## config.mk

```make
export PLATFORM = sky130hd
export DESIGN_NAME = arm7tdmi_decoder
export DESIGN_NICKNAME = d
export VERILOG_FILES = /design/src/rtl/arm7tdmi_decoder.sv
export SDC_FILE = /design/constraint.sdc
export NUM_CORES = 1
export LEC_CHECK = 0
export ABC_AREA = 1
export ABC_CLOCK_PERIOD_IN_PS = 1300
export BUFFER_PORTS_ARGS = -buffer_cell sky130_fd_sc_hd__buf_2
export CELL_PAD_IN_SITES_DETAIL_PLACEMENT = 1
export CELL_PAD_IN_SITES_GLOBAL_PLACEMENT = 2
export CORE_AREA = 8 8 225 141
export DETAILED_ROUTE_END_ITERATION = 10
export DIE_AREA = 0 0 233 149
export GPL_TIMING_DRIVEN = 0
export HOLD_SLACK_MARGIN = 0.08
export PLACE_DENSITY_LB_ADDON = 0.1
export REMOVE_ABC_BUFFERS = 1
export SYNTH_ARGS = -nofsm -noshare
export SYNTH_HDL_FRONTEND = slang
export SYNTH_SLANG_ARGS = --single-unit
```

## constraint.sdc

```tcl
create_clock -name clk -period 1.3 [get_ports clk]
set_input_delay 0.195 -clock clk [delete_from_list [all_inputs] [get_ports clk]]
set_output_delay 0.195 -clock clk [all_outputs]
set_load 0.02 [all_outputs]
```

## src/rtl/arm7tdmi_decoder.sv

```systemverilog
// ARM7TDMI decode stage: registers one fetched ARM or Thumb instruction and
// breaks it into class, register, immediate, shift, memory, branch, PSR and CP fields.
module arm7tdmi_decoder (
  input  logic        clk,
  input  logic        rst_n,
  input  logic [31:0] instruction,
  input  logic [31:0] pc_in,
  input  logic        instr_valid,
  input  logic        stall,
  input  logic        flush,
  input  logic        thumb_mode,
  output logic [3:0]  condition,
  output logic [3:0]  instr_type,
  output logic [3:0]  alu_op,
  output logic [3:0]  rd,
  output logic [3:0]  rn,
  output logic [3:0]  rm,
  output logic [31:0] immediate,
  output logic        imm_en,
  output logic        set_flags,
  output logic        is_memory,
  output logic        mem_load,
  output logic        mem_byte,
  output logic        mem_pre,
  output logic        mem_up,
  output logic        mem_writeback,
  output logic [31:0] pc_out,
  output logic [1:0]  shift_type,
  output logic [4:0]  shift_amount,
  output logic        shift_reg,
  output logic [3:0]  shift_rs,
  output logic        is_branch,
  output logic [31:0] branch_offset,
  output logic        branch_link,
  output logic        psr_to_reg,
  output logic        psr_spsr,
  output logic        psr_immediate,
  output logic        cp_op,
  output logic [3:0]  cp_num,
  output logic [3:0]  cp_rd,
  output logic [3:0]  cp_rn,
  output logic [3:0]  cp_opcode1,
  output logic [2:0]  cp_opcode2,
  output logic        cp_load,
  output logic [4:0]  thumb_instr_type,
  output logic [2:0]  thumb_rd,
  output logic [2:0]  thumb_rs,
  output logic [2:0]  thumb_rn,
  output logic [7:0]  thumb_imm8,
  output logic [4:0]  thumb_imm5,
  output logic [10:0] thumb_offset11,
  output logic [7:0]  thumb_offset8,
  output logic        decode_valid
);

  typedef enum logic [3:0] {
    ItDataProc  = 4'd0,
    ItMul       = 4'd1,
    ItMulLong   = 4'd2,
    ItSwap      = 4'd3,
    ItBx        = 4'd4,
    ItHalfword  = 4'd5,
    ItPsr       = 4'd6,
    ItSingleDt  = 4'd7,
    ItUndefined = 4'd8,
    ItBlockDt   = 4'd9,
    ItBranch    = 4'd10,
    ItCpDt      = 4'd11,
    ItCdp       = 4'd12,
    ItCpRt      = 4'd13,
    ItSwi       = 4'd14
  } instr_type_e;

  typedef struct packed {
    logic [3:0]  condition;
    logic [3:0]  instr_type;
    logic [3:0]  alu_op;
    logic [3:0]  rd;
    logic [3:0]  rn;
    logic [3:0]  rm;
    logic [31:0] immediate;
    logic        imm_en;
    logic        set_flags;
    logic        is_memory;
    logic        mem_load;
    logic        mem_byte;
    logic        mem_pre;
    logic        mem_up;
    logic        mem_writeback;
    logic [31:0] pc;
    logic [1:0]  shift_type;
    logic [4:0]  shift_amount;
    logic        shift_reg;
    logic [3:0]  shift_rs;
    logic        is_branch;
    logic [31:0] branch_offset;
    logic        branch_link;
    logic        psr_to_reg;
    logic        psr_spsr;
    logic        psr_immediate;
    logic        cp_op;
    logic [3:0]  cp_num;
    logic [3:0]  cp_rd;
    logic [3:0]  cp_rn;
    logic [3:0]  cp_opcode1;
    logic [2:0]  cp_opcode2;
    logic        cp_load;
    logic [4:0]  thumb_instr_type;
    logic [2:0]  thumb_rd;
    logic [2:0]  thumb_rs;
    logic [2:0]  thumb_rn;
    logic [7:0]  thumb_imm8;
    logic [4:0]  thumb_imm5;
    logic [10:0] thumb_offset11;
    logic [7:0]  thumb_offset8;
  } dec_t;

  dec_t        dec_d, dec_q;
  logic        valid_q;
  instr_type_e itype;
  logic [4:0]  t_type;
  logic [31:0] imm8_ext, imm_rot;
  logic [4:0]  rot_amt;

  logic [31:0] ins;
  assign ins = instruction;

  // ARM class; order matters, first match wins.
  always_comb begin
    itype = ItDataProc;
    if (ins[27:22] == 6'b000000 && ins[7:4] == 4'b1001)                  itype = ItMul;
    else if (ins[27:23] == 5'b00001 && ins[7:4] == 4'b1001)              itype = ItMulLong;
    else if (ins[27:23] == 5'b00010 && ins[21:20] == 2'b00 &&
             ins[11:4] == 8'h09)                                         itype = ItSwap;
    else if (ins[27:4] == 24'h12FFF1)                                    itype = ItBx;
    else if (ins[27:25] == 3'b000 && ins[7] && ins[4] && ins[6:5] != 2'b00)
                                                                         itype = ItHalfword;
    else if (ins[27:26] == 2'b00 && ins[24:23] == 2'b10 && !ins[20])     itype = ItPsr;
    else if (ins[27:26] == 2'b00)                                        itype = ItDataProc;
    else if (ins[27:25] == 3'b011 && ins[4])                             itype = ItUndefined;
    else if (ins[27:26] == 2'b01)                                        itype = ItSingleDt;
    else if (ins[27:25] == 3'b100)                                       itype = ItBlockDt;
    else if (ins[27:25] == 3'b101)                                       itype = ItBranch;
    else if (ins[27:25] == 3'b110)                                       itype = ItCpDt;
    else if (ins[27:24] == 4'b1110 && !ins[4])                           itype = ItCdp;
    else if (ins[27:24] == 4'b1110)                                      itype = ItCpRt;
    else                                                                 itype = ItSwi;
  end

  // Thumb format number from the 16-bit encoding; 0 when nothing matches.
  always_comb begin
    t_type = 5'd0;
    if (ins[15:11] == 5'b00011)                             t_type = 5'd2;
    else if (ins[15:13] == 3'b000)                          t_type = 5'd1;
    else if (ins[15:13] == 3'b001)                          t_type = 5'd3;
    else if (ins[15:10] == 6'b010000)                       t_type = 5'd4;
    else if (ins[15:10] == 6'b010001)                       t_type = 5'd5;
    else if (ins[15:11] == 5'b01001)                        t_type = 5'd6;
    else if (ins[15:12] == 4'b0101 && !ins[9])              t_type = 5'd7;
    else if (ins[15:12] == 4'b0101)                         t_type = 5'd8;
    else if (ins[15:13] == 3'b011)                          t_type = 5'd9;
    else if (ins[15:12] == 4'b1000)                         t_type = 5'd10;
    else if (ins[15:12] == 4'b1001)                         t_type = 5'd11;
    else if (ins[15:12] == 4'b1010)                         t_type = 5'd12;
    else if (ins[15:8] == 8'b10110000)                      t_type = 5'd13;
    else if (ins[15:12] == 4'b1011 && ins[10:9] == 2'b10)   t_type = 5'd14;
    else if (ins[15:12] == 4'b1100)                         t_type = 5'd15;
    else if (ins[15:8] == 8'b11011111)                      t_type = 5'd17;
    else if (ins[15:12] == 4'b1101)                         t_type = 5'd16;
    else if (ins[15:11] == 5'b11100)                        t_type = 5'd18;
    else if (ins[15:12] == 4'b1111)                         t_type = 5'd19;
  end

  // Rotated imm8; a shift by 32 yields 0, so rotation 0 needs no special case.
  assign imm8_ext = {24'b0, ins[7:0]};
  assign rot_amt  = {ins[11:8], 1'b0};
  assign imm_rot  = (imm8_ext >> rot_amt) | (imm8_ext << (6'd32 - {1'b0, rot_amt}));

  always_comb begin
    dec_d           = '0;
    dec_d.pc        = pc_in;
    dec_d.condition = 4'hE;
    if (thumb_mode) begin
      dec_d.thumb_instr_type = t_type;
      dec_d.thumb_rd         = ins[2:0];
      dec_d.thumb_rs         = ins[5:3];
      dec_d.thumb_rn         = ins[8:6];
      dec_d.thumb_imm8       = ins[7:0];
      dec_d.thumb_imm5       = ins[10:6];
      dec_d.thumb_offset11   = ins[10:0];
      dec_d.thumb_offset8    = ins[7:0];
      if (t_type == 5'd16) dec_d.condition = ins[11:8];
    end else begin
      dec_d.condition    = ins[31:28];
      dec_d.instr_type   = itype;
      dec_d.alu_op       = ins[24:21];
      dec_d.rd           = ins[15:12];
      dec_d.rn           = ins[19:16];
      dec_d.rm           = ins[3:0];
      dec_d.set_flags    = ins[20];
      dec_d.shift_type   = ins[6:5];
      dec_d.shift_amount = ins[11:7];
      dec_d.shift_rs     = ins[11:8];
      dec_d.shift_reg    = (itype == ItDataProc) && !ins[25] && ins[4];

      unique case (itype)
        ItDataProc, ItPsr: begin
          if (ins[25]) begin
            dec_d.imm_en    = 1'b1;
            dec_d.immediate = imm_rot;
          end
        end
        ItSingleDt: begin
          dec_d.imm_en    = !ins[25];
          dec_d.immediate = {20'b0, ins[11:0]};
        end
        ItHalfword: begin
          dec_d.imm_en    = ins[22];
          dec_d.immediate = {24'b0, ins[11:8], ins[3:0]};
        end
        default: ;
      endcase

      if (itype inside {ItSingleDt, ItHalfword, ItBlockDt, ItSwap}) begin
        dec_d.is_memory     = 1'b1;
        dec_d.mem_load      = ins[20];
        dec_d.mem_byte      = ins[22];
        dec_d.mem_pre       = ins[24];
        dec_d.mem_up        = ins[23];
        dec_d.mem_writeback = ins[21];
      end

      if (itype == ItBranch) begin
        dec_d.is_branch     = 1'b1;
        dec_d.branch_offset = {{6{ins[23]}}, ins[23:0], 2'b00};
        dec_d.branch_link   = ins[24];
      end else if (itype == ItBx) begin
        dec_d.is_branch = 1'b1;
      end

      if (itype == ItPsr) begin
        dec_d.psr_to_reg    = !ins[21];
        dec_d.psr_spsr      = ins[22];
        dec_d.psr_immediate = ins[25];
      end

      if (itype inside {ItCpDt, ItCdp, ItCpRt}) begin
        dec_d.cp_op      = 1'b1;
        dec_d.cp_num     = ins[11:8];
        dec_d.cp_rd      = ins[15:12];
        dec_d.cp_rn      = ins[19:16];
        dec_d.cp_opcode2 = ins[7:5];
        dec_d.cp_load    = ins[20];
        if (itype == ItCdp)       dec_d.cp_opcode1 = ins[23:20];
        else if (itype == ItCpRt) dec_d.cp_opcode1 = {1'b0, ins[23:21]};
      end
    end
  end

  // Flush only drops validity; the stale fields are harmless once invalid.
  always_ff @(posedge clk or negedge rst_n) begin
    if (!rst_n) begin
      dec_q           <= '0;
      dec_q.condition <= 4'hE;
      valid_q         <= 1'b0;
    end else if (flush) begin
      valid_q <= 1'b0;
    end else if (!stall) begin
      dec_q   <= dec_d;
      valid_q <= instr_valid;
    end
  end

  assign condition        = dec_q.condition;
  assign instr_type       = dec_q.instr_type;
  assign alu_op           = dec_q.alu_op;
  assign rd               = dec_q.rd;
  assign rn               = dec_q.rn;
  assign rm               = dec_q.rm;
  assign immediate        = dec_q.immediate;
  assign imm_en           = dec_q.imm_en;
  assign set_flags        = dec_q.set_flags;
  assign is_memory        = dec_q.is_memory;
  assign mem_load         = dec_q.mem_load;
  assign mem_byte         = dec_q.mem_byte;
  assign mem_pre          = dec_q.mem_pre;
  assign mem_up           = dec_q.mem_up;
  assign mem_writeback    = dec_q.mem_writeback;
  assign pc_out           = dec_q.pc;
  assign shift_type       = dec_q.shift_type;
  assign shift_amount     = dec_q.shift_amount;
  assign shift_reg        = dec_q.shift_reg;
  assign shift_rs         = dec_q.shift_rs;
  assign is_branch        = dec_q.is_branch;
  assign branch_offset    = dec_q.branch_offset;
  assign branch_link      = dec_q.branch_link;
  assign psr_to_reg       = dec_q.psr_to_reg;
  assign psr_spsr         = dec_q.psr_spsr;
  assign psr_immediate    = dec_q.psr_immediate;
  assign cp_op            = dec_q.cp_op;
  assign cp_num           = dec_q.cp_num;
  assign cp_rd            = dec_q.cp_rd;
  assign cp_rn            = dec_q.cp_rn;
  assign cp_opcode1       = dec_q.cp_opcode1;
  assign cp_opcode2       = dec_q.cp_opcode2;
  assign cp_load          = dec_q.cp_load;
  assign thumb_instr_type = dec_q.thumb_instr_type;
  assign thumb_rd         = dec_q.thumb_rd;
  assign thumb_rs         = dec_q.thumb_rs;
  assign thumb_rn         = dec_q.thumb_rn;
  assign thumb_imm8       = dec_q.thumb_imm8;
  assign thumb_imm5       = dec_q.thumb_imm5;
  assign thumb_offset11   = dec_q.thumb_offset11;
  assign thumb_offset8    = dec_q.thumb_offset8;
  assign decode_valid     = valid_q;

endmodule

```

Word-level counts from Yosys, hierarchy flattened
Cells that the tools add are included.
{ "totals": {"mem_bits_ro": 0, "elab_cells": 171, "mem_count": 0, "regBits": 213, "latch_bits": 0, "mem_bits_rw": 0} }
{ "classes": {"n_div": 0, "bitwise_logic": 3, "n_mul": 0, "n_shift": 2, "addsub": 1, "n_reduce_logical": 31, "order_cmp": 0, "n_eq_ne": 42, "muxes": 50} }
{ "ops": {"columns": ["operator", "n"], "rows": [
  ["case mux 33 bit (3 select lines)", 1],
  ["two-way mux 5 bit", 19],
  ["two-way mux 70 bit", 1],
  ["two-way mux 33 bit", 2],
  ["two-way mux 60 bit", 1],
  ["== test 4 bit, second input constant", 14],
  ["two-way mux 4 bit", 12],
  ["two-way mux 46 bit", 1],
  ["bitwise OR 32 bit", 1],
  ["left shift 8 x 6 -> 32 bit", 1],
  [">> shifter 8 x 5 -> 32 bit", 1],
  ["== test 24 x 21 -> 1 bit, second input constant", 1],
  ["two-way mux 21 bit", 1],
  ["== test 4 x 3 -> 1 bit, second input constant", 5],
  ["== test 8 bit, second input constant", 2],
  ["logical AND 1 bit", 15],
  ["two-way mux 3 bit", 5],
  ["== test 6 x 5 -> 1 bit, second input constant", 2],
  ["== test 5 x 2 -> 1 bit, second input constant", 2],
  ["== test 5 bit, second input constant", 2],
  ["== test 3 bit, second input constant", 3],
  ["== test 8 x 4 -> 1 bit, second input constant", 1],
  ["== test 3 x 2 -> 1 bit, second input constant", 2],
  ["logical NOT 3 bit", 2],
  ["21 further kinds", 32]
]} }

Logic depth before layout (Yosys ltp)
{ "logic_depth": {"ltp_word": 23, "ltp_mapped": 16} }

Least setup slack after synthesis
OpenSTA, ideal clock, no wires.
{ "synth_timing": {"path_type": "in2reg", "startpoint": "input port instruction[9]", "endpoint": "register dec_q, in the netlist immediate[6]", "t_arrival_ns": 1.876, "cell_stages": 15, "t_required_ns": 1.184, "slack_ns": -0.692, "path_buffers": 3, "cell_sequence": "buf_2 inv_1 ha_1 clkbuf_1 inv_1 clkbuf_1 nand2_1 o21ai_0 nor2_1 a22oi_1 nor2_1 nand2_1 nand2_1 nand2_1 nand2_1"} }
{ "synth_between": {"elab_chain_cells": 9, "word_cells_on_any_way": 19, "cone_classes": "1 x add/sub; 5 x eq/ne; 2 x shift; 7 x mux; 1 x bitwise; 3 x reduce/logical"} }
{ "synth_lines": {"columns": ["element", "line_no", "source"], "rows": [
  ["start: declaration", "6", "input logic [31:0] instruction,"],
  ["branches (longest 7 deep; another with subtractor 6 x 5 -> 6 bit)", null, null],
  ["case mux 33 bit (3 select lines) (*)", "206", "unique case (itype)"],
  ["two-way mux 60 bit (*)", "183", "if (thumb_mode) begin"],
  ["end: declaration", "118", "dec_t dec_d, dec_q;"]
]} }
Mark *: on every way between the ends.
A chain may end at the register's enable or synchronous reset.

Final worst setup path
{ "layout_timing": {"startpoint": "input port instruction[9]", "endpoint": "register dec_q, in the netlist immediate[3]"} }
The elaborated chain is that of the path after synthesis.

==> results.toml <==
[final_layout]
layout_common_cells = "415 x nand2_1, 248 x buf_2, 162 x dfrtp_1, 90 x o21ai_0, 55 x nor2_1"
finalNonFillerCells = 1754
num_antenna_cells = 0
drive_above_1_share_pct = 33.72
finish.utilization_pct = 41.94
fin_nets = 1439
area.growth.synth_to_final_pct = 41.88
n_fill_cell = 3456
final_common_cell = "nand2_1"
design_area_sq_mm = 0.01186

[detailed_routing]
routed_wl_mm = 35.15
drc = 0
antenna_left = 0
via_per_inst = 4.721
dr.pass1.iters = 4
wire_per_inst_um = 20.04
via_count = 8281
drtIter0Drc = 567

[floorplan]
rows = 48
die_area_sq_mm = 0.03472
coreArea_sq_mm = 0.02829
io_pins = 283
start_util_pct = 29.56
die_x_um = 233
die_h_um = 149

[timing]
fin_crit_ns = 1.548
setup_viol_count_final = 46
fin_hold_ws_ns = -0.2247
slew_violations = 0
hold_viol = 98
rsz0062_at_grt = "yes"
fmax_mhz = 646.1
post-route-period-util_pct = 119.0
maxSlewHeadroom_pct = 46.72
fin_skew_ns = 0
worst_pin_slew_ns = 0.7992
worst_slack_ns = -0.2476

[placement]
placed_area_sq_mm = 0.009797
dp.cells = 1619
io_buffer_count = 280
place_congestion = 0.8236
hpwl_mm = 23.86

[setup_path]
startpoint_type = "input pin"
r2r_setup_slack_ns = 0.51
required_ns = 1.69
arrival_ns = 1.94
end_kind = "flop"
crit_type = "input pin to flop"
path_max_fanout = 11

[logic_synthesis]
yosys_warnings = 0
synth_cells = 1047
synth_cell_types = 44
synth_seq_cells = 171
synth_top_cell_area_share_pct = 50.28
synth-edff-count = 0
synth_top_area_cell = "dfrtp_1"
ys_seq_area_share_pct = 51.22
synth_async_sr_flop_share_pct = 100.0
synthFlopType = "dfrtp_1"
syn_avg_cell_area_sq_um = 7.986
synth_area_sq_mm = 0.008362
yosys-top-cells-area = "dfrtp_1 50%, nand2_1 19%, o21ai_0 5.9%"

[clock_network]
cts.sinks = 171
cts-root-buf = "clkbuf_16"
numCtsBuffers = 17
cts_tree = "yes"
cts_buffer_depth = 2
htreeDepth = 4
clk_latency_ns = 0.45
clk_pin_slew_worst_paths_ns = 0.07

[power_and_ir_drop]
combPwrFrac_pct = 22.3
intPower_w = 0.009865
seqPwrFrac_pct = 41.0
p_switching_w = 0.004565
sw_frac_of_total_pct = 31.64
power_density_mw_per_mm2 = 1216
vdd_ir_drop_max_uv = 872.2
power_w = 0.01443
p_clk_share_pct = 36.6
p_leak_nw = 6.338

[worst_hold_path]
hp-class = "input pin to asynchronous set/reset pin"

[global_routing]
antenna_found_initial = 1
grt_pass1_vias = 8687
grt_usage_pct = 19.88
grt_pass1_wl_mm = 52.97
grt_max_degree = 110
overflow = 0

[run_status]
violations = "hold timing, setup timing"
status = "finished with violations"

[flow_run]
drv_cap = 0
-- power by group through the flow --
stage          Clock (W)  Sequential [W]  Combinational [W]
5_1_grt          0.00563         0.00597            0.00349
3_3_place_gp           0         0.00599            0.00265
4_1_cts          0.00547         0.00592            0.00315
3_5_place_dp           0         0.00600            0.00269
2_1_floorplan          0         0.00660           0.000806
6_report         0.00529         0.00592            0.00323
-- layer usage --
metal | global-route usage [%] | vias up | part of all wire, %
met2 | 29.47 | 205 | 44
li1 | - | 3945 | -
met5 | 0 | - | 0.037
met4 | 5.582 | 2 | 1.7
met3 | 4.597 | 33 | 5.5
met1 | 28.57 | 4096 | 49
-- cell type report --
| cell class | instances | area [sq um] | area share, % |
|---|---|---|---|
| clock inverter | 8 | 107.6 | 0.9070 |
| tap | 375 | 469.2 | 3.955 |
| timing repair buffer | 384 | 2660 | 22.42 |
| clock buffer | 23 | 488.0 | 4.113 |
| inverter | 67 | 306.5 | 2.584 |
| multi-input combinational | 723 | 3520 | 29.67 |
| sequential | 171 | 4290 | 36.16 |
| timing repair inverter | 3 | 22.52 | 0.1898 |
-- worst max-delay path, stage by stage --
cell	delay, ns
buf_16	0.11
clkinvlp_4	0.15
ha_4	0.22
nand2_4	0.09
nor2_2	0.04
nand3_1	0.08
nand4_1	0.22
inv_2	0.15
nand3_4	0.12
nand2_8	0.12
buf_8	0.14
nand2_1	0.08
nand2_2	0.10
nand2_1	0.06
nand2_1	0.05
-- cell usage after synthesis (all sizes together), types with 3 or more instances --
library cell,count
a21oi,17
a22o,3
a22oi,3
a31oi,5
buf,58
clkbuf,30
dfrtp,168
dfstp,3
inv,67
nand2,429
nand3,27
nand4,7
nor2,75
nor3,9
o211ai,3
o21a,4
o21ai,109
o22ai,7
o31ai,7
-- cells by family (layout without fill, tap and decap cells) --
logic type | Yosys count | count (layout) | synth area share (%)
and+or+nand+nor | 548 | 549 | 26.71
DFF | 171 | 171 | 51.22
AOI/OAI and AO/OA | 168 | 168 | 11.75
buffers and inverters | 155 | 485 | 9.532
adders and majority gates | 2 | 2 | 0.2992
other | 1 | 2 | 0.04485
xor gates and xnor gates | 1 | 1 | 0.3292
muxes | 1 | 1 | 0.1197
-- worst paths after layout --
kind / startpoint / end / cells past startpoint
max in group asynchronous: rst_n / condition[1] / 2
worst min-delay path: rst_n / branch_offset[12] / 1
worst max-delay path: instruction[9] / immediate[3] / 15
worst min register to register: pc_out[10] / pc_out[10] / 2
worst max register to register: thumb_rn[1] / thumb_rn[1] / 2
min in group clk: stall / decode_valid / 3
-- what timing repair did --
action | CTS | global route
hold buffers | 49 | 1
hold endpoints to repair | 151 | 99
cloned | 4 | 2
gates resized for setup | 98 | 59
buffers inserted | 43 | 6
pin swaps | 16 | 12
endpoints found under the setup margin | 163 | 92
-- stage by stage --
step | worst slack [ns] | setup TNS, ns
2_1_floorplan | -2.377 | -263.29
3_3_place_gp | -5.576 | -1183.24
3_5_place_dp | -2.121 | -155.33
4_1_cts | -0.1791 | -4.908
5_1_grt | -0.3008 | -10.40
6_report | -0.2476 | -6.880
Power figures use the tool's default switching activity.
